`src/rtl/rtype_program_loader.sv`:
```
// rtype_program_loader
//
// Assembles LEGv8 R-type ALU instructions (AND, ADD, ORR, ADDS, EOR, SUB,
// ANDS, SUBS) from field-level requests. Each instruction is written to
// instruction memory at sequential word addresses.
//
// The 3-bit op_sel uses the R-type decoder's {opcode[9], opcode[8], opcode[3]}
// selection. Rn, Rm and Rd sit exactly where the decoder extracts SA, SB and DA.
//
// Ports:
//   clock        system clock, rising-edge active
//   reset        asynchronous active-low reset
//   start        begin a load burst (sampled only when idle)
//   base_addr    first write address, latched when start is accepted
//   in_valid     request fields are valid
//   in_ready     loader can accept a request this cycle
//   op_sel       000 AND, 001 ADD, 010 ORR, 011 ADDS,
//                100 EOR, 101 SUB, 110 ANDS, 111 SUBS
//   rd, rn, rm   destination and source register numbers
//   shamt        shift amount field
//   in_last      marks the final request of a burst
//   mem_addr     memory write address
//   mem_data     encoded instruction word
//   mem_write_en write request, held until mem_ack
//   mem_ack      memory accepted the write this cycle
//   busy         high whenever the loader is not idle
//   done         one-cycle pulse at the end of a burst
//   count        instructions written in the current or last burst
module rtype_program_loader #(
  parameter int ADDR_W = 64,
  parameter int CNT_W  = 16
) (
  input  logic              clock,
  input  logic              reset,
  input  logic              start,
  input  logic [ADDR_W-1:0] base_addr,
  input  logic              in_valid,
  output logic              in_ready,
  input  logic [2:0]        op_sel,
  input  logic [4:0]        rd,
  input  logic [4:0]        rn,
  input  logic [4:0]        rm,
  input  logic [5:0]        shamt,
  input  logic              in_last,
  output logic [ADDR_W-1:0] mem_addr,
  output logic [31:0]       mem_data,
  output logic              mem_write_en,
  input  logic              mem_ack,
  output logic              busy,
  output logic              done,
  output logic [CNT_W-1:0]  count
);

  typedef enum logic [1:0] {
    ST_IDLE   = 2'd0,
    ST_ACCEPT = 2'd1,
    ST_WRITE  = 2'd2,
    ST_DONE   = 2'd3
  } state_t;

  // Build an R-type word. The fixed opcode bits are shared by all eight ALU ops.
  function automatic logic [31:0] encode_rtype(
    input logic [2:0] op_sel_v,
    input logic [4:0] rd_v,
    input logic [4:0] rn_v,
    input logic [4:0] rm_v,
    input logic [5:0] shamt_v
  );
    logic [10:0] opcode_v;
    opcode_v = {1'b1, op_sel_v[2], op_sel_v[1], 1'b0, 1'b1, 1'b0, 1'b1,
                op_sel_v[0], 3'b000};
    return {opcode_v, rm_v, shamt_v, rn_v, rd_v};
  endfunction

  state_t              state_r;
  state_t              state_next_s;
  logic [ADDR_W-1:0]   addr_r;
  logic [31:0]         word_r;
  logic                last_r;
  logic [CNT_W-1:0]    count_r;
  logic                in_ready_r;
  logic                mem_write_en_r;
  logic                busy_r;
  logic                done_r;
  logic                accept_fire_s;
  logic                write_fire_s;

  // Handshake qualifiers; each one is only meaningful in its own state.
  always_comb begin
    accept_fire_s = 1'b0;
    write_fire_s  = 1'b0;
    if (state_r == ST_ACCEPT) begin
      accept_fire_s = in_valid;
    end else begin
      accept_fire_s = 1'b0;
    end
    if (state_r == ST_WRITE) begin
      write_fire_s = mem_ack;
    end else begin
      write_fire_s = 1'b0;
    end
  end

  // Next-state logic for the load sequencer.
  always_comb begin
    state_next_s = state_r;
    case (state_r)
      ST_IDLE: begin
        if (start) begin
          state_next_s = ST_ACCEPT;
        end else begin
          state_next_s = ST_IDLE;
        end
      end
      ST_ACCEPT: begin
        if (in_valid) begin
          state_next_s = ST_WRITE;
        end else begin
          state_next_s = ST_ACCEPT;
        end
      end
      ST_WRITE: begin
        if (mem_ack && last_r) begin
          state_next_s = ST_DONE;
        end else if (mem_ack) begin
          state_next_s = ST_ACCEPT;
        end else begin
          state_next_s = ST_WRITE;
        end
      end
      ST_DONE: begin
        state_next_s = ST_IDLE;
      end
      default: begin
        state_next_s = ST_IDLE;
      end
    endcase
  end

  // State register.
  always_ff @(posedge clock or negedge reset) begin
    if (!reset) begin
      state_r <= ST_IDLE;
    end else begin
      state_r <= state_next_s;
    end
  end

  // Status outputs are registered from the next state. They therefore line up
  // with the state they describe and never depend combinationally on inputs.
  always_ff @(posedge clock or negedge reset) begin
    if (!reset) begin
      in_ready_r     <= 1'b0;
      mem_write_en_r <= 1'b0;
      busy_r         <= 1'b0;
      done_r         <= 1'b0;
    end else begin
      in_ready_r     <= (state_next_s == ST_ACCEPT);
      mem_write_en_r <= (state_next_s == ST_WRITE);
      busy_r         <= (state_next_s != ST_IDLE);
      done_r         <= (state_next_s == ST_DONE);
    end
  end

  // Datapath: address, count, encoded word and last flag.
  // Once a word is captured, it and the address stay frozen until the write is acked.
  always_ff @(posedge clock or negedge reset) begin
    if (!reset) begin
      addr_r  <= {ADDR_W{1'b0}};
      count_r <= {CNT_W{1'b0}};
      word_r  <= 32'h0000_0000;
      last_r  <= 1'b0;
    end else begin
      if ((state_r == ST_IDLE) && start) begin
        addr_r  <= base_addr;
        count_r <= {CNT_W{1'b0}};
      end else if (write_fire_s) begin
        addr_r  <= addr_r + ADDR_W'(3'd4);
        count_r <= count_r + CNT_W'(1'b1);
      end else begin
        addr_r  <= addr_r;
        count_r <= count_r;
      end
      if (accept_fire_s) begin
        word_r <= encode_rtype(op_sel, rd, rn, rm, shamt);
        last_r <= in_last;
      end else begin
        word_r <= word_r;
        last_r <= last_r;
      end
    end
  end

  assign in_ready     = in_ready_r;
  assign mem_write_en = mem_write_en_r;
  assign busy         = busy_r;
  assign done         = done_r;
  assign mem_addr     = addr_r;
  assign mem_data     = word_r;
  assign count        = count_r;

endmodule

```
`config.mk`:
```
export PLATFORM = sky130hd
export DESIGN_NAME = rtype_program_loader
export DESIGN_NICKNAME = d
export VERILOG_FILES = /design/src/rtl/rtype_program_loader.sv
export SDC_FILE = /design/constraint.sdc
export NUM_CORES = 1
export LEC_CHECK = 0
export CAP_MARGIN = 10
export CORE_MARGIN = 4
export CORE_UTILIZATION = 49
export DETAILED_ROUTE_END_ITERATION = 7
export GPL_ROUTABILITY_DRIVEN = 1
export PLACE_DENSITY = 0.92
export SYNTH_ARGS = -nofsm -noshare
export SYNTH_HDL_FRONTEND = slang
export SYNTH_SLANG_ARGS = --single-unit
```
`constraint.sdc`:
```
create_clock -name clock -period 4.4 [get_ports clock]
set_input_delay 0.66 -clock clock [delete_from_list [all_inputs] [get_ports clock]]
set_output_delay 0.66 -clock clock [all_outputs]
set_load 0.05 [all_outputs]
```
==> results.toml <==
[synth]
avgSynthCellArea_um2 = 9.440
synthDistinctLibCells = 59
synth_area_um2 = 6032
synthFlopType = "dfrtp_1"
ys_async_sr_fraction_pct = 100.0
ys_seq_elements = 112
yosys_warnings = 0
synth_edf_count = 0
syn_inst = 639
yosysSeqAreaShare_pct = 46.46

[cells_and_area]
layout_common_cells = "203 x clkdlybuf4s50_1, 112 x dfrtp_1, 65 x nand2_1"
areaGrowthSynthToFinish_pct = 39.99
nets = 923
fin_util_pct = 70.30
multi_input_area_um2 = 3022
drive_above_1_share_pct = 7.572
nFillCells = 889
antennaDiodeCount = 0
finalInstanceArea_um2 = 8444
layout_commonest_cell = "clkdlybuf4s50_1"
seq_area_um2 = 2803

[sta]
layout_setup_ws_ns = 1.577
worstMarginPinSlew_ns = 0.9946
max_slew_margin_pct = 33.08
setup_viol = 0
fmax_mhz = 354.2
post-route-period-util_pct = 64.17
skew_ns = 0.009135
timing_hold_violations_final = 0
period_minus_slack_ns = 2.823
rsz0062_at_grt = "false"
setup_tns_ns = 0
maxSlewViolCount = 0

[place]
globalplace.congestion = 0.8646
placed_cell_area_um2 = 8147
dp_slack_ns = 1.494
hpwl_um = 14130
numPortBuffers = 204

[detailed_routing]
vias = 6019
post-route-drc-count = 0
drt_iter0_markers = 636
vias_per_cell = 6.148
first_pass_iters = 5
wl_um = 19320
wl_per_cell_um = 19.74
final_antenna_net_count = 0

[critical_path]
max_stage_delay_ns = 0.96
r2r.worst_path.cells = 5
cp_cell_sequence = "nand4_1 -> nor4_1 -> nand4_1 -> and3_1 -> or3_1"
critPathCaptureType = "flip-flop"
cpMaxStageDelayCell = "nor4_1"
path_max_fanout = 9
cp.arrival_ns = 3.06
startpoint_type = "flip-flop"
path_buf_inv = 0
crit_required_ns = 4.64
cp_top_family = "simple AND/OR/NAND/NOR gates"
path_depth = 5
critical_path.most_common_cell = "nand4_1"
path_class = "flip-flop to flip-flop"

[clock_tree]
clkLatencyLatePin_ns = 0.36
numCtsBuffers = 9
path_clk_slew_ns = 0.07
h-tree-depth = 3
clock_path_buffers = 2
tritoncts = "built"
cts_setup_buffers = 0
holdBufCountCts = 0
cts_resized = 0
root_buffer = "clkbuf_16"
numClockSinks = 112

[die]
initial_utilization_pct = 50.22
die_w_um = 119.0
die_h_um = 119.0
pin_count = 210
core_area_um2 = 12010
dieArea_um2 = 14150
num_rows = 40

[pwr]
power_density_nw_per_um2 = 792.2
finalPower_mw = 6.689
vdd_ir_drop_max_mv = 0.6253
p_leak_nw = 3.258

[run_status]
status = "finished clean"

[grt]
antenna_found_initial = 0
grt_max_degree = 68
grtUsageTotal_pct = 27.52
grt_first_pass_wirelength_um = 31310
grt_pass1_vias = 6029
grt_overflow = 0

[run]
drv_cap = 0

[min_path]
hold_class = "primary input to asynchronous set/reset pin"
-- stage by stage --
stage	hold WS (ns)	instances
6_report	0.3314	979
5_1_grt	0.3773	979
4_1_cts	0.3419	979
3_5_place_dp	0.4849	963
3_3_place_gp	0.4603	963
2_1_floorplan	0.3644	643
-- layout make-up --
class / instances / area share (%)
Sequential cell: 112 / 33.19
Clock inverter: 5 / 0.7705
Tap cell: 147 / 2.178
Timing Repair Buffer: 212 / 25.01
Inverter: 7 / 0.3112
Multi-Input combinational cell: 485 / 35.78
Clock buffer: 11 / 2.756
-- flip-flops by register name (all words and copies together) (netlist names) --
name	flops
state_r	2
count	16
busy	1
last_r	1
mem_addr	64
mem_write_en	1
mem_data	25
done	1
in_ready	1
-- cells by family (layout without fill, tap and decap cells) --
| kind of cell | Yosys count | after routing | share of synthesized area (%) |
|---|---|---|---|
| xor gates and xnor gates | 28 | 28 | 4.065 |
| and+or+nand+nor | 321 | 321 | 28.25 |
| buffers and inverters | 46 | 235 | 3.817 |
| adders and majority gates | 2 | 2 | 0.4148 |
| other | 1 | 5 | 0.06217 |
| muxes | 26 | 26 | 4.833 |
| AOI/OAI and AO/OA | 103 | 103 | 12.09 |
| DFF | 112 | 112 | 46.46 |
-- worst register-to-register path, cell delays in order, from the launching register on --
cell     delay (ns)
dfrtp_1        0.48
nand4_1        0.42
nor4_1         0.96
nand4_1        0.23
and3_1         0.24
or3_1          0.37
-- synthesized netlist by cell type (2+ instances only) --
cell type	count	area [um2]
o211ai_1	14	105.1
xnor2_1	11	96.34
o21ai_0	21	105.1
nand3_2	2	20.02
a211oi_1	10	75.07
o31a_2	3	30.03
nand3_1	52	260.3
or4_1	18	135.1
a22o_1	3	26.28
clkbuf_1	27	101.4
dfrtp_1	112	2803
clkbuf_8	3	41.29
a22oi_1	15	112.6
nor4b_1	2	17.52
buf_4	7	52.55
a311oi_1	4	35.03
ha_1	2	25.02
o311ai_0	4	35.03
nor4_1	21	131.4
nor2_1	58	217.7
nand2b_1	4	25.02
nand3b_1	2	15.01
and3_2	3	22.52
and3_1	12	75.07
and2_1	2	12.51
xor2_1	17	148.9
nand4_1	32	200.2
mux2_2	25	281.5
or3_1	9	56.30
nor3_1	26	130.1
a31oi_1	6	37.54
o21a_1	2	15.01
a21oi_1	8	40.04
and4_1	5	43.79
inv_1	7	26.28
o31ai_1	3	22.52
nand2_1	65	244.0
-- final timing paths --
path,from,end,slack [ns]
worst max register to register,mem_addr[19],mem_addr[55],1.58
worst min-delay path,reset,mem_addr[28],0.33
min in group clock,mem_addr[1],mem_addr[1],0.50
max in group asynchronous,reset,mem_addr[0],3.14
worst min register to register,mem_addr[1],mem_addr[1],0.50
worst max-delay path,mem_addr[19],mem_addr[55],1.58
-- power by group --
group | internal (mW) | total (mW) | switching [mW]
sequential | 1.44 | 2.02 | 0.573
combinational | 1.34 | 3.83 | 2.49
clock | 0.449 | 0.844 | 0.395
total | 3.23 | 6.69 | 3.46
-- routing by layer --
layer / GRT usage [%] / up-vias / share of wire [%]
li1: - / 2764 / -
met1: 32.63 / 2894 / 39
met2: 45.54 / 316 / 47
met3: 10.73 / 45 / 11
met4: 9.776 / 0 / 2.9
met5: 0 / - / 0
(Power assumes the default switching activity.)
